[src/rtl/median_pkg.sv]
// median_pkg: shared constants, state encoding and counter type for the
// sequential median filter (median_seq) and its sorting engine (MED).
package median_pkg;

  // One window holds a 3x3 neighbourhood
  localparam int PIX_NB      = 9;
  // Max-extraction passes needed to reach the 5th largest value
  localparam int PASS_NB     = 5;
  // Passes 0..3 take PIX_NB cycles each, the last pass PIX_NB-PASS_NB cycles
  localparam int SORT_CYCLES = 40;

  // Wide enough for the longest count in a window, so nothing ever wraps
  localparam int CNT_W = $clog2(SORT_CYCLES + 1);
  typedef logic [CNT_W-1:0] cnt_t;

  // Last pixel index, last pass index and last step of the final pass
  localparam cnt_t PIX_LAST   = cnt_t'(PIX_NB - 1);
  localparam cnt_t PASS_LAST  = cnt_t'(PASS_NB - 1);
  localparam cnt_t FINAL_LAST = cnt_t'(PIX_NB - PASS_NB - 1);

  typedef enum logic [1:0] {
    IDLE = 2'd0,
    LOAD = 2'd1,
    SORT = 2'd2,
    DONE = 2'd3
  } state_t;

  // Bypass schedule inside a sort pass: pass p compares for its first
  // PIX_NB-1-p steps, then rotates the already-extracted maxima past the
  // compare element so they stay out of later comparisons.
  function automatic logic sort_byp(input cnt_t pass, input cnt_t step);
    return (step >= (PIX_LAST - pass));
  endfunction

endpackage

[src/rtl/median_seq_med.sv]
// MED: ring of `number` pixel registers with a single min/max compare
// element between the last two stages. BYP=1 plain rotation; BYP=0 keeps
// the larger value in the last stage and recirculates the smaller one.
// DSI=1 feeds DI into the first stage instead of the recirculated value.
// The ring registers carry no reset: their content is only meaningful
// after a full window has been loaded.
module MED #(
  parameter int width  = 8,
  parameter int number = 9
) (
  input  logic             CLK,
  input  logic [width-1:0] DI,
  input  logic             DSI,
  input  logic             BYP,
  output logic [width-1:0] DO
);

  logic [width-1:0] ring [number];
  logic [width-1:0] cmp_max;
  logic [width-1:0] cmp_min;

  // Compare element between the last two ring stages
  always_comb begin
    cmp_max = ring[number-1];
    cmp_min = ring[number-2];
    if (ring[number-2] > ring[number-1]) begin
      cmp_max = ring[number-2];
      cmp_min = ring[number-1];
    end
  end

  // Ring shift: head takes a new pixel or the recirculated value, tail takes
  // either the plain shift or the running maximum
  always_ff @(posedge CLK) begin
    if (DSI) begin
      ring[0] <= DI;
    end else if (BYP) begin
      ring[0] <= ring[number-1];
    end else begin
      ring[0] <= cmp_min;
    end
    for (int i = 1; i < number - 1; i++) begin
      ring[i] <= ring[i-1];
    end
    if (BYP) begin
      ring[number-1] <= ring[number-2];
    end else begin
      ring[number-1] <= cmp_max;
    end
  end

  assign DO = ring[number-1];

endmodule

[src/rtl/median_seq.sv]
// median_seq: collects a 9-pixel window strobed by DSI, sorts it in the MED
// engine and pulses DSO for one cycle with the window median on DO,
// 41 cycles after the 9th pixel.
// Defining MEDIAN_SEQ_BUSY_EN adds a BUSY output that is high from the
// first pixel of a window until the end of its DSO cycle.
module median_seq
  import median_pkg::*;
#(
  parameter int WIDTH = 8
) (
  input  logic             CLK,
  input  logic             nRST,
  input  logic [WIDTH-1:0] DI,
  input  logic             DSI,
  output logic [WIDTH-1:0] DO,
  output logic             DSO
`ifdef MEDIAN_SEQ_BUSY_EN
  ,
  output logic             BUSY
`endif
);

  state_t state;
  state_t state_nx;
  cnt_t   pix_cnt;
  cnt_t   pix_nx;
  cnt_t   pass_cnt;
  cnt_t   pass_nx;
  cnt_t   step_cnt;
  cnt_t   step_nx;
  logic   eng_dsi;
  logic   eng_byp;

  MED #(
    .width (WIDTH),
    .number(PIX_NB)
  ) u_med (
    .CLK(CLK),
    .DI (DI),
    .DSI(eng_dsi),
    .BYP(eng_byp),
    .DO (DO)
  );

  // Control state and counters; reset abandons any window in progress
  always_ff @(posedge CLK or negedge nRST) begin
    if (!nRST) begin
      state    <= IDLE;
      pix_cnt  <= '0;
      pass_cnt <= '0;
      step_cnt <= '0;
    end else begin
      state    <= state_nx;
      pix_cnt  <= pix_nx;
      pass_cnt <= pass_nx;
      step_cnt <= step_nx;
    end
  end

  // Next state, counter updates and engine control for each phase
  always_comb begin
    state_nx = state;
    pix_nx   = pix_cnt;
    pass_nx  = pass_cnt;
    step_nx  = step_cnt;
    eng_dsi  = 1'b0;
    eng_byp  = 1'b1;
    DSO      = 1'b0;
    case (state)
      IDLE: begin
        eng_dsi = DSI;
        pix_nx  = '0;
        pass_nx = '0;
        step_nx = '0;
        if (DSI) begin
          pix_nx   = cnt_t'(1);
          state_nx = LOAD;
        end
      end
      LOAD: begin
        eng_dsi = 1'b1;
        if (!DSI) begin
          pix_nx   = '0;
          state_nx = IDLE;
        end else if (pix_cnt == PIX_LAST) begin
          pix_nx   = '0;
          pass_nx  = '0;
          step_nx  = '0;
          state_nx = SORT;
        end else begin
          pix_nx = pix_cnt + cnt_t'(1);
        end
      end
      SORT: begin
        eng_byp = sort_byp(pass_cnt, step_cnt);
        if ((pass_cnt == PASS_LAST) && (step_cnt == FINAL_LAST)) begin
          pass_nx  = '0;
          step_nx  = '0;
          state_nx = DONE;
        end else if (step_cnt == PIX_LAST) begin
          pass_nx = pass_cnt + cnt_t'(1);
          step_nx = '0;
        end else begin
          step_nx = step_cnt + cnt_t'(1);
        end
      end
      DONE: begin
        DSO      = 1'b1;
        state_nx = IDLE;
      end
      default: begin
        state_nx = IDLE;
      end
    endcase
  end

`ifdef MEDIAN_SEQ_BUSY_EN
  // Busy whenever a window is being loaded, sorted or delivered
  always_comb begin
    BUSY = (state != IDLE);
  end
`endif

endmodule
[config.mk]
export PLATFORM = sky130hd
export DESIGN_NAME = median_seq
export DESIGN_NICKNAME = d
export VERILOG_FILES = /design/src/rtl/median_pkg.sv /design/src/rtl/median_seq_med.sv /design/src/rtl/median_seq.sv
export SDC_FILE = /design/constraint.sdc
export NUM_CORES = 1
export LEC_CHECK = 0
export CAP_MARGIN = 10
export CORE_AREA = 2 2 83 85
export DETAILED_ROUTE_END_ITERATION = 10
export DIE_AREA = 0 0 85 87
export PLACE_DENSITY = 0.69
export SLEW_MARGIN = 10
export SYNTH_ARGS = -nofsm -noshare
export SYNTH_HDL_FRONTEND = slang
export SYNTH_HIERARCHICAL = 1
export SYNTH_SLANG_ARGS = --single-unit
[constraint.sdc]
create_clock -name CLK -period 4.3 [get_ports CLK]
set_clock_uncertainty 0.2 [all_clocks]
set_input_delay 0.86 -clock CLK [delete_from_list [all_inputs] [get_ports CLK]]
set_output_delay 0.86 -clock CLK [all_outputs]
set_load 0.02 [all_outputs]
### After elaboration in Yosys (flattened, before gate mapping)

Memory sizes are Yosys's and may differ from the RTL's.
Index checks and enable logic that the tools add are counted.

| word-level totals | value |
|---|---|
| flip-flop bits (word level) | 20 |
| bits in writable memories | 72 |
| input bits | 11 |
| output and inout port bits | 9 |
| logic and storage cells | 68 |
| memories | 1 |

| operators by class | value |
|---|---|
| $add $sub $neg | 4 |
| order comparisons | 2 |
| equality and inequality tests | 13 |
| multiplexer cells | 34 |
| bitwise logic cells | 3 |
| reductions and logical operators | 7 |

Memory list:

| memory | words | bits a word | read ports | clocked after memory_dff | write ports | line | text |
|---|---|---|---|---|---|---|---|
| u_med.ring | 9 | 8 | 9 | 0 | 9 | median_seq_med.sv:18 | `logic [width-1:0] ring [number];` |

Operator list:

| operator | number |
|---|---|
| two-way mux 6 bit | 8 |
| two-way mux 8 bit | 5 |
| case mux 6 bit (3 select lines) | 2 |
| adder 6 x 1 -> 6 bit, second input constant | 3 |
| equality test 6 x 4 -> 1 bit, second input constant | 2 |
| two-way mux 1 bit | 12 |
| case mux 6 bit (2 select lines) | 1 |
| > comparator 8 bit | 1 |
| two-way mux 2 bit | 4 |
| != test 2 bit, second input constant | 4 |
| case mux 2 bit (4 select lines) | 1 |
| equality test 6 x 2 -> 1 bit, second input constant | 1 |
| equality test 6 x 3 -> 1 bit, second input constant | 1 |
| greater-or-equal comparator 6 bit | 1 |
| != test 3 bit, second input constant | 2 |
| AND reduction 3 bit | 2 |
| subtractor 4 x 6 -> 6 bit, first input constant | 1 |
| equality test 2 bit, second input constant | 2 |
| AND reduction 4 bit | 1 |
| OR 1 bit | 3 |
| nonzero test 3 bit | 1 |
| equality test 2 x 1 -> 1 bit, second input constant | 1 |
| zero test 2 bit | 1 |
| case mux 1 bit (2 select lines) | 1 |
| other kinds (2) | 2 |

### Logic depth before layout (Yosys ltp)

Gate-level depths: netlist (run 1).

| logic depth | value |
|---|---|
| depth after elaboration | 8 |
| gate-level depth with buffers | 13 |
| depth with buffers taken out | 11 |

### Modules after synthesis

The synthesis (run 1) kept the hierarchy.

By module, submodules not included:

| module | times used | cells each | area an instance (µm²) | seq. area each (µm²) |
|---|---|---|---|---|
| MED | 1 | 146 | 2089.5 | 1601.5 |
| median_seq | 1 | 152 | 1376.3 | 500.5 |

### Least setup slack after synthesis (run 1)

Ideal clock, no wire load.

| timing path | value |
|---|---|
| path type | register to register |
| start | reg pass_cnt[2] |
| end | mem u_med.ring[0][0], data pin |
| library setup time | 0.158 ns |
| data arrival time | 2.796 ns |
| data required time | 3.942 ns |
| setup slack | 1.146 ns |
| stages on the path, launching flop included | 13 |
| buffers on the path | 3 |
| clock period less this slack | 3.154 ns |
| path through | dfrtp_1 > buf_2 > or3_1 > a21oi_1 > xor2_1 > ha_1 > a211oi_1 > o21ai_0 > or2_2 > clkbuf_1 > o31a_1 > buf_6 > o211ai_1 |

RTL lines:

| element | line | text |
|---|---|---|
| start: declaration | median_seq.sv:27 | `cnt_t pass_cnt;` |
| start signal: assignment | median_seq.sv:55 | `pass_cnt <= pass_nx;` |
| end: declaration | median_seq_med.sv:18 |  |

==> qor.yml, run 1 <==
power.leakage_nw: 1.666
firstDrtPassIters: 4
dp_hpwl_um: 3769
synth_ff_type: "dfxtp_1"
ys_ff_latch: 92
hold_viol: 0
syn-cell-area_sq_um: 3466
finalMaxSlewViolations: 0
wl_um: 5588
yosysTopAreaCell: "dfxtp_1"
finalNonFillerCells: 409
finalCritPeriodShare_pct: 80.56
syn_inst: 298
gr-total-overflow: 0
antenna_found_initial: 0
p_seq_share_pct: 59.2
min_path_type: "reg2reg"
path_class: "reg2reg"
postCtsSetupRepairBufs: 0
via_per_inst: 5.279
relSlewSlack_pct: 39.43
cts_buffers: 9
grt_pass1_wl_um: 9259
drive_gt1_share_pct: 8.207
synth_most_common_cell: "dfxtp_1"
place_congestion: 0.7823
power.internal_mw: 1.225
start_kind: "flip-flop"
synth_edf_count: 16
dpl.cell_count: 393
io_pins: 20
swShare_pct: 25.61
power_frac_clock_pct: 33.7
nets: 355
coreArea_sq_um: 6569
num_vias: 2159
clkLatencyLatePin_ns: 0.35
period_needed_ns: 3.464
rsz0062_at_grt: "no"
clock_sinks: 92
num_antenna_cells: 0
crit_arrival_ns: 3.45
setup_viol: 0
ys_seq_area_share_pct: 60.65
grt_pass1_vias: 1984
fmax_mhz: 288.7
port_buffers: 19
wl_per_cell_um: 13.66
ys_top_cells_by_area: "dfxtp_1 (32%), dfrtp_1 (14%), edfxtp_1 (14%), ha_1 (7.2%), o211ai_1 (2.4%)"
grt_use_total_pct: 16.40
critPathMaxFanout: 16
synth.top_cell.area_share_pct: 32.35
syn_to_final_growth_pct: 12.89
worstMarginPinSlew_ns: 0.9057
drv_cap: 0
rows: 30
p_sw_mw: 0.4216
cts_resized: 0
yosysWarningCount: 6
ir_drop_v: 0.0003146
drc_errors: 0
power_density_nw_per_um2: 420.7
placed_cell_area_sq_um: 3716
hold_buffers: 0
die_width_um: 85
worstSetupEndpointType: "flip-flop"
tns_ns: 0
combPwrFrac_pct: 7.1
ys_types: 44
syn_avg_cell_area_sq_um: 11.63
clkTransAtPathRegs_ns: 0.10
status: "completed"
synthArstFlopShare_pct: 21.74
drt-initial-drc-count: 86
stdcell_area_sq_um: 3913
initial_core_util_pct: 52.76
clockBufferDepth: 2
postRouteAntennaNets: 0
die_area_sq_um: 7395
cts_tree: "done"
ys_top_cells_by_count: "dfxtp_1 (56), nand2_1 (21), dfrtp_1 (20), ha_1 (20)"
h-tree-depth: 3
clock_tree.root_cell: "clkbuf_8"
worstPathRequired_ns: 4.29
grt_max_degree: 25
die-height_um: 87
stage by stage:
stage	util, %	power (mW)	worst slack, ns	hold WS [ns]
6_report	59.56	1.646	0.8358	0.1234
5_1_grt	59.56	1.717	0.5766	0.1366
4_1_cts	59.56	1.661	0.7998	0.1294
3_5_place_dp	56.57	1.112	0.8462	0.1121
3_3_place_gp	56.57	1.109	0.9543	0.1115
2_1_floorplan	-	1.060	1.146	0.1096
cell families (layout without fill, tap and decap cells):
logic type,count (synthesis),after routing,synth area share [%]
AOI/OAI and AO/OA,62,62,12.92
xor gates and xnor gates,5,5,1.263
adders and majority gates,20,20,7.220
buffers and inverters,28,52,3.863
DFF,92,92,60.65
muxes,1,1,0.2888
other,1,8,0.1082
and+or+nand+nor,89,89,13.68
registers in the layout, summed over array words and instances, names as in the netlist, named ones only:
name and count:
state 1, step_cnt 6, pix_cnt 6, pass_cnt 6, u_med/ring 72
worst paths after layout:
| check | from | to | slack (ns) | cells past startpoint |
|---|---|---|---|---|
| setup / recovery | pass_cnt[2]$_DFFE_PN0P_ | u_med/ring[0][5]$_DFFE_PP_ | 0.84 | 9 |
| hold / removal | u_med/ring[3][2]$_DFF_P_ | u_med/ring[4][2]$_DFF_P_ | 0.12 | 0 |
| setup reg to reg | pass_cnt[2]$_DFFE_PN0P_ | u_med/ring[0][5]$_DFFE_PP_ | 0.84 | 9 |
| hold reg to reg | u_med/ring[3][2]$_DFF_P_ | u_med/ring[4][2]$_DFF_P_ | 0.12 | 0 |
| max in group asynchronous | nRST | pass_cnt[5]$_DFFE_PN0P_ | 2.53 | 1 |
| min in group asynchronous | nRST | pix_cnt[2]$_DFFE_PN0P_ | 0.80 | 1 |
critical path, cell delays in order, from the launching register on:
cell and delay, ns:
dfrtp_1 0.50, or3_1 0.43, a21oi_1 0.19, xor2_1 0.18, ha_1 0.26, a211oi_1 0.22, o21ai_0 0.13, or2_2 0.36
o31a_1 0.55, o211ai_1 0.27
power groups by stage:
stage               combinational [mW]  sequential (mW)  clock [mW]
finish                           0.117            0.975       0.554
global route                     0.131            0.982       0.603
CTS                              0.118            0.976       0.567
detailed placement               0.118            0.994           0
global placement                 0.116            0.994           0
floorplan                       0.0709            0.989           0
layer usage:
metal | vias up | GRT usage [%] | share of wire, %
li1 | 1097 | - | -
met1 | 1025 | 22.24 | 51
met2 | 30 | 24.43 | 45
met3 | 7 | 5.403 | 3.0
met4 | 0 | 6.494 | 1.4
met5 | - | 0 | 0
cell type report:
type                    instances  area (sq um)
multi-input cells             185          1256
flip-flops and latches         92          2102
clock buffers                   9         123.9
inverters                      16         60.06
fillers                       539          2656
clock inverters                 7         72.57
repair buffers                 20         197.7
well taps                      80         100.1
cells in the final DEF (no fill, tap or decap), types with 3 or more instances in the layout:
cell type	count
nand3_1	13
ha_1	20
nand4_1	3
o21ai_0	13
o31ai_1	4
or2_2	4
clkbuf_8	9
a21oi_1	8
o211ai_1	11
dfrtp_1	20
clkdlybuf4s50_1	19
dfxtp_1	56
conb_1	8
or3_1	3
edfxtp_1	16
nand2_1	21
inv_1	16
nor2_1	15
a21o_1	8
nor2b_1	5
nand2b_1	12
xor2_1	5
nor3_1	4
o311ai_0	8
Power figures use the tool's default switching activity.
==> run 2, diff against run 1 <==
--- a/config.mk
+++ b/config.mk
@@ -6,10 +6,10 @@
 export NUM_CORES = 1
 export LEC_CHECK = 0
 export CAP_MARGIN = 10
-export CORE_AREA = 2 2 83 85
+export CORE_AREA = 2 2 85 87
 export DETAILED_ROUTE_END_ITERATION = 10
-export DIE_AREA = 0 0 85 87
-export PLACE_DENSITY = 0.69
+export DIE_AREA = 0 0 87 89
+export PLACE_DENSITY = 0.68
 export SLEW_MARGIN = 10
 export SYNTH_ARGS = -nofsm -noshare
 export SYNTH_HDL_FRONTEND = slang
==> constraint.sdc (replaced) <==
create_clock -name CLK -period 2.91 [get_ports CLK]
set_clock_uncertainty 0.2 [all_clocks]
set_input_delay 0.582 -clock CLK [delete_from_list [all_inputs] [get_ports CLK]]
set_output_delay 0.582 -clock CLK [all_outputs]
set_load 0.02 [all_outputs]
==> run 2 against run 1 <==
Effect of this change: maximum frequency is 16% higher; the run now ends with negative setup slack left; first-iteration DRC count is 10% higher; via count is 4.1% higher; global-route usage is 0.91 points higher; final cell count is 3.9% higher; worst hold slack worse by 0.0044 ns; highest routed layer unchanged; utilization is 0.83 points higher; critical endpoint is now u_med/ring[0][4]$_DFFE_PP_; design area is 3.7% higher; critical path depth is 1 higher; die area is 4.7% higher; sequential power is 48% higher; setup slack worse by 0.91 ns.
==> qor.yml, run 2 (synthesized netlist as in run 1, its figures left out) <==
p_seq_share_pct: 60.2  # was 59.2%
die_area_sq_um: 7743  # was 7395 sq um
finalMaxSlewViolations: 0  # unchanged
initial_core_util_pct: 51.58  # was 52.76%
ff_latch_area_sq_um: 2102  # unchanged
regMostFlops: "u_med/ring"  # unchanged
io_pins: 20  # unchanged
fmax_mhz: 335.4  # was 288.7 MHz
power_mw: 2.390  # was 1.646 mW
critPathMaxFanout: 6  # was 16
via_per_inst: 5.287  # was 5.279
port_buffers: 19  # unchanged
firstDrtPassIters: 4  # unchanged
nets: 371  # was 355
rows: 30  # unchanged
grt_pass1_wl_um: 10160  # was 9259 um
finalNonFillerCells: 425  # was 409
p_sw_mw: 0.5915  # was 0.4216 mW
drive_gt1_share_pct: 13.62  # was 8.207%
mostFrequentLayoutCells: "dfxtp_1 (56), nand2_1 (21), ha_1 (20), dfrtp_1 (20), clkdlybuf4s50_1 (19)"  # unchanged
grt_pass1_vias: 2145  # was 1,984
drv_cap: 0  # unchanged
combPwrFrac_pct: 7.7  # was 7.1%
whs_ns: 0.1189  # was 0.1234 ns
h-tree-depth: 3  # unchanged
die_width_um: 87  # was 85 um
syn_to_final_growth_pct: 17.08  # was 12.89%
min_path_type: "reg2reg"  # unchanged
nFillCells: 569  # was 539
swShare_pct: 24.75  # was 25.61%
drt-initial-drc-count: 95  # was 86
largest_register_ff_count: 72  # unchanged
gr-total-overflow: 0  # unchanged
power_density_nw_per_um2: 589.0  # was 420.7 nW/um^2
clockBufferDepth: 2  # unchanged
period_needed_ns: 2.981  # was 3.464 ns
clock_tree.root_cell: "clkbuf_8"  # unchanged
num_vias: 2247  # was 2,159
hold_viol: 0  # unchanged
cts_buffers: 9  # unchanged
power.internal_mw: 1.798  # was 1.225 mW
crit_chain: "or3_4, a21oi_4, xor2_1, ha_1, a211oi_2, o21ai_2, or2_4, o31a_1, buf_6, o211ai_1"  # was or3_1, a21oi_1, xor2_1, ha_1, a211oi_1, o21ai_0, or2_2, o31a_1, o211ai_1
worstPathRequired_ns: 2.90  # was 4.29 ns
die-height_um: 89  # was 87 um
status: "finished, violations left"  # was completed
grt_max_degree: 25  # unchanged
finalCritPeriodShare_pct: 102.4  # was 80.56%
start_kind: "flip-flop"  # unchanged
wl_um: 6092  # was 5588 um
ir_drop_v: 0.0004183  # was 0.0003146 V
path_class: "reg2reg"  # unchanged
antenna_found_initial: 0  # unchanged
dpl.cell_count: 406  # was 393
cts_tree: "done"  # unchanged
relSlewSlack_pct: 57.57  # was 39.43%
place_congestion: 0.8038  # was 0.7823
power_frac_clock_pct: 32.1  # was 33.7%
dp_hpwl_um: 4112  # was 3769 um
power.leakage_nw: 1.731  # was 1.666 nW
clock_sinks: 92  # unchanged
violations: "negative setup slack"
utilization_pct: 60.39  # was 59.56%
worstMarginPinSlew_ns: 0.6342  # was 0.9057 ns
grt_use_total_pct: 17.31  # was 16.40%
setup_slack_ns: -0.07119  # was 0.8358 ns
coreArea_sq_um: 6719  # was 6569 sq um
clkLatencyLatePin_ns: 0.35  # about the same
r2r_setup_slack_ns: -0.07  # was 0.84 ns
max_stage_delay_ns: 0.42  # was 0.55 ns
setup_viol: 8  # was 0
num_antenna_cells: 0  # unchanged
wl_per_cell_um: 14.33  # was 13.66 um
clkTransAtPathRegs_ns: 0.10  # about the same
final_common_cell: "dfxtp_1"  # unchanged
multi_input_area_sq_um: 1297  # was 1256 sq um
worstSetupEndpointType: "flip-flop"  # unchanged
rsz0062_at_grt: "yes"  # was no
postRouteAntennaNets: 0  # unchanged
drc_errors: 0  # unchanged
crit_arrival_ns: 2.97  # was 3.45 ns
cp_slowest_cell: "or3_4"  # was o31a_1
-- run 2: layout make-up --
cell class                 instances  share of cell area, %
sequential                        92                  51.80
multi-input combinational        186                  31.98
timing repair buffer              35                  7.925
clock buffer                      10                  3.145
tap                               80                  2.467
inverter                          16                  1.480
clock inverter                     6                  1.203
-- run 2: critical path, delay by kind of cell (launching register included) --
kind                     cells  cell delay (ns)
AO/OA/AOI/OAI                5             0.93
XOR/XNOR                     1             0.16
AND/OR/NAND/NOR              2             0.69
buffers and inverters        1             0.16
adder cells (fa/ha/maj)      1             0.27
flip-flops                   1             0.41
-- run 2: layer usage --
layer	part of all wire [%]	global-route usage (%)	wire length (um)
met3	3.7	4.617	228
met5	0	0	0
met2	45	25.82	2733
met4	0.28	6.392	17
met1	51	24.35	3112
-- run 2: path summary, 6_finish.rpt --
path                                     startpoint  cells past startpoint                         end
setup / recovery            pass_cnt[0]$_DFFE_PN0P_                     10  u_med/ring[0][4]$_DFFE_PP_
hold / removal             u_med/ring[6][2]$_DFF_P_                      0    u_med/ring[7][2]$_DFF_P_
setup reg to reg            pass_cnt[0]$_DFFE_PN0P_                     10  u_med/ring[0][4]$_DFFE_PP_
hold reg to reg            u_med/ring[6][2]$_DFF_P_                      0    u_med/ring[7][2]$_DFF_P_
max in group asynchronous                      nRST                      2      pix_cnt[4]$_DFFE_PN0P_
min in group asynchronous                      nRST                      2     pass_cnt[5]$_DFFE_PN0P_
-- run 2: what timing repair did --
action                                 CTS  global route
endpoints found under the hold margin    0             0
resized for setup                        3             4
cloned                                   1             0
pin swaps                                2             1
hold buffers                             0             0
buffers inserted                         1             1
setup endpoints to repair                8            16
-- run 2: power groups by stage --
stage | Clock (mW) | Sequential, mW | Combinational [mW]
after global placement | 0 | 1.47 | 0.176
final | 0.767 | 1.44 | 0.183
after detailed placement | 0 | 1.47 | 0.180
after global routing | 0.848 | 1.45 | 0.207
after CTS | 0.797 | 1.44 | 0.182
after floorplan | 0 | 1.46 | 0.107
-- run 2: stage by stage --
step / setup TNS, ns / setup WS (ns) / area (sq um)
after CTS: -0.1831 / -0.04415 / 4028
after global placement: -0.01572 / -0.007113 / 3825
after global routing: -2.074 / -0.1982 / 4058
after detailed placement: -0.2711 / -0.06698 / 3825
final: -0.2849 / -0.07119 / 4058
after floorplan: 0 / 0.01306 / 3520
==> run 3, diff against run 2 <==
==> constraint.sdc (replaced) <==
create_clock -name CLK -period 2.5 [get_ports CLK]
set_clock_uncertainty 0.2 [all_clocks]
set_input_delay 0.5 -clock CLK [delete_from_list [all_inputs] [get_ports CLK]]
set_output_delay 0.5 -clock CLK [all_outputs]
set_load 0.02 [all_outputs]
==> run 3 against run 2 <==
Effect of this change: the run still ends with negative setup slack left; clock power rose by 29%; sequential cell count did not move; register-to-register slack got worse by 0.38 ns; critical path depth did not move; highest routed layer unchanged; sequential power rose by 16%; global-route usage rose by 0.40 points; via count fell by 0.40%.
==> qor.yml, run 3 (synthesized netlist as in run 1, its figures left out) <==
crit_chain: "or3_4, a21oi_2, xor2_1, ha_1, a211oi_2, o21ai_1, or2_4, o31a_1, buf_4, o211ai_1"  # was or3_4, a21oi_4, xor2_1, ha_1, a211oi_2, o21ai_2, or2_4, o31a_1, buf_6, o211ai_1
drt-initial-drc-count: 95  # unchanged
worstMarginPinSlew_ns: 0.6518  # was 0.6342 ns
postRouteAntennaNets: 0  # unchanged
final_common_cell: "dfxtp_1"  # unchanged
setup_slack_ns: -0.4483  # was -0.07119 ns
hold_buffers: 0  # unchanged
ir_drop_v: 0.0006299  # was 0.0004183 V
num_antenna_cells: 0  # unchanged
syn_to_final_growth_pct: 20.76  # was 17.08%
grt_pass1_vias: 2171  # was 2,145
critPathMaxFanout: 9  # was 6
initial_core_util_pct: 51.58  # unchanged
drv_cap: 0  # unchanged
drc_errors: 0  # unchanged
place_congestion: 0.7931  # was 0.8038
io_pins: 20  # unchanged
worstSetupEndpointType: "flip-flop"  # unchanged
gr-total-overflow: 0  # unchanged
clkTransAtPathRegs_ns: 0.09  # was 0.10 ns
placed_cell_area_sq_um: 3920  # was 3825 sq um
dp_hpwl_um: 4277  # was 4112 um
wl_per_cell_um: 14.08  # was 14.33 um
start_kind: "flip-flop"  # unchanged
utilization_pct: 62.29  # was 60.39%
h-tree-depth: 3  # unchanged
rows: 30  # unchanged
cts_tree: "done"  # unchanged
period_needed_ns: 2.948  # was 2.981 ns
fmax_mhz: 339.2  # was 335.4 MHz
path_class: "reg2reg"  # unchanged
coreArea_sq_um: 6719  # unchanged
firstDrtPassIters: 5  # was 4
setup_viol: 16  # was 8
hold_viol: 0  # unchanged
port_buffers: 19  # unchanged
clkLatencyLatePin_ns: 0.36  # was 0.35 ns
cts_buffers: 9  # unchanged
max_stage_delay_ns: 0.41  # was 0.42 ns
num_vias: 2238  # was 2,247
clock_tree.root_cell: "clkbuf_8"  # unchanged
finalMaxSlewViolations: 0  # unchanged
r2r_setup_slack_ns: -0.45  # was -0.07 ns
status: "finished, violations left"  # unchanged
relSlewSlack_pct: 56.39  # was 57.57%
grt_use_total_pct: 17.71  # was 17.31%
nets: 383  # was 371
die-height_um: 89  # unchanged
regMostFlops: "u_med/ring"  # unchanged
power_density_nw_per_um2: 690.0  # was 589.0 nW/um^2
violations: "negative setup slack"  # unchanged
die_width_um: 87  # unchanged
cp_slowest_cell: "dfrtp_1"  # was or3_4
stdcell_area_sq_um: 4185  # was 4058 sq um
grt_max_degree: 25  # unchanged
grt_pass1_wl_um: 10380  # was 10,160 um
min_path_type: "reg2reg"  # unchanged
clock_sinks: 92  # unchanged
crit_arrival_ns: 2.94  # was 2.97 ns
drive_gt1_share_pct: 17.09  # was 13.62%
wl_um: 6151  # was 6092 um
tns_ns: -6.305  # was -0.2849 ns
pre_cts_slack_ns: -0.4758  # was -0.06698 ns
worstPathRequired_ns: 2.49  # was 2.90 ns
mostFrequentLayoutCells: "dfxtp_1 (56), buf_4 (26), nand2_1 (21)"  # was dfxtp_1 (56), nand2_1 (21), ha_1 (20), dfrtp_1 (20), clkdlybuf4s50_1 (19)
die_area_sq_um: 7743  # unchanged
via_per_inst: 5.121  # was 5.287
power.leakage_nw: 1.810  # was 1.731 nW
antenna_found_initial: 0  # unchanged
power_mw: 2.888  # was 2.390 mW
finalCritPeriodShare_pct: 117.9  # was 102.4%
clockBufferDepth: 2  # unchanged
rsz0062_at_grt: "yes"  # unchanged
largest_register_ff_count: 72  # unchanged
-- run 3: worst paths after layout --
| kind | start | cells past startpoint | end |
|---|---|---|---|
| worst max-delay path | pass_cnt[0]$_DFFE_PN0P_ | 10 | u_med/ring[0][6]$_DFFE_PP_ |
| worst min-delay path | u_med/ring[2][5]$_DFF_P_ | 0 | u_med/ring[3][5]$_DFF_P_ |
| worst max register to register | pass_cnt[0]$_DFFE_PN0P_ | 10 | u_med/ring[0][6]$_DFFE_PP_ |
| worst min register to register | u_med/ring[2][5]$_DFF_P_ | 0 | u_med/ring[3][5]$_DFF_P_ |
| max in group asynchronous | nRST | 2 | pass_cnt[5]$_DFFE_PN0P_ |
| min in group asynchronous | nRST | 2 | step_cnt[4]$_DFFE_PN0P_ |
-- run 3: power breakdown --
part | internal, mW | switching [mW] | total [mW] | leakage [nW]
Combinational | 0.105 | 0.123 | 0.228 | 0.804
Sequential | 1.63 | 0.0449 | 1.67 | 0.913
Clock | 0.471 | 0.515 | 0.986 | 0.0935
Total | 2.20 | 0.684 | 2.89 | 1.81
-- run 3: per-stage QoR --
step,hold slack (ns),cells
3_3_place_gp,0.1118,417
3_5_place_dp,0.1121,417
5_1_grt,0.1255,437
2_1_floorplan,0.004409,305
4_1_cts,0.1235,437
6_report,0.1265,437
-- run 3: final cells by class --
cell class                 count  area (sq um)
clock inverter                 6         71.32
multi-input combinational    185          1296
timing repair buffer          48         427.9
tap                           80         100.1
clock buffer                  10         127.6
inverter                      16         60.06
fill                         522          2534
sequential                    92          2102
-- run 3: critical path, delay by kind of cell, from the launching register on --
family                   cells  cell delay, ns
buffers and inverters        1            0.19
AO/OA/AOI/OAI                5            0.88
flip-flops                   1            0.41
adder cells (fa/ha/maj)      1            0.27
AND/OR/NAND/NOR              2            0.68
XOR/XNOR                     1            0.16
-- run 3: metal layers --
layer  wire, um  global-route usage, %  share of wire [%]  up-vias
met1       3093                  25.18                 50     1035
li1           -                      -                  -     1160
met3        220                  4.617                3.6        6
met2       2781                  26.23                 45       37
met4         55                  6.392               0.89        0
met5          0                      0                  0        -
-- run 3: timing repair --
action	4_1_cts	5_1_grt
pin swaps	7	6
hold endpoints to repair	0	0
gates resized for setup	7	0
setup endpoints to repair	16	16
buffers inserted	4	0
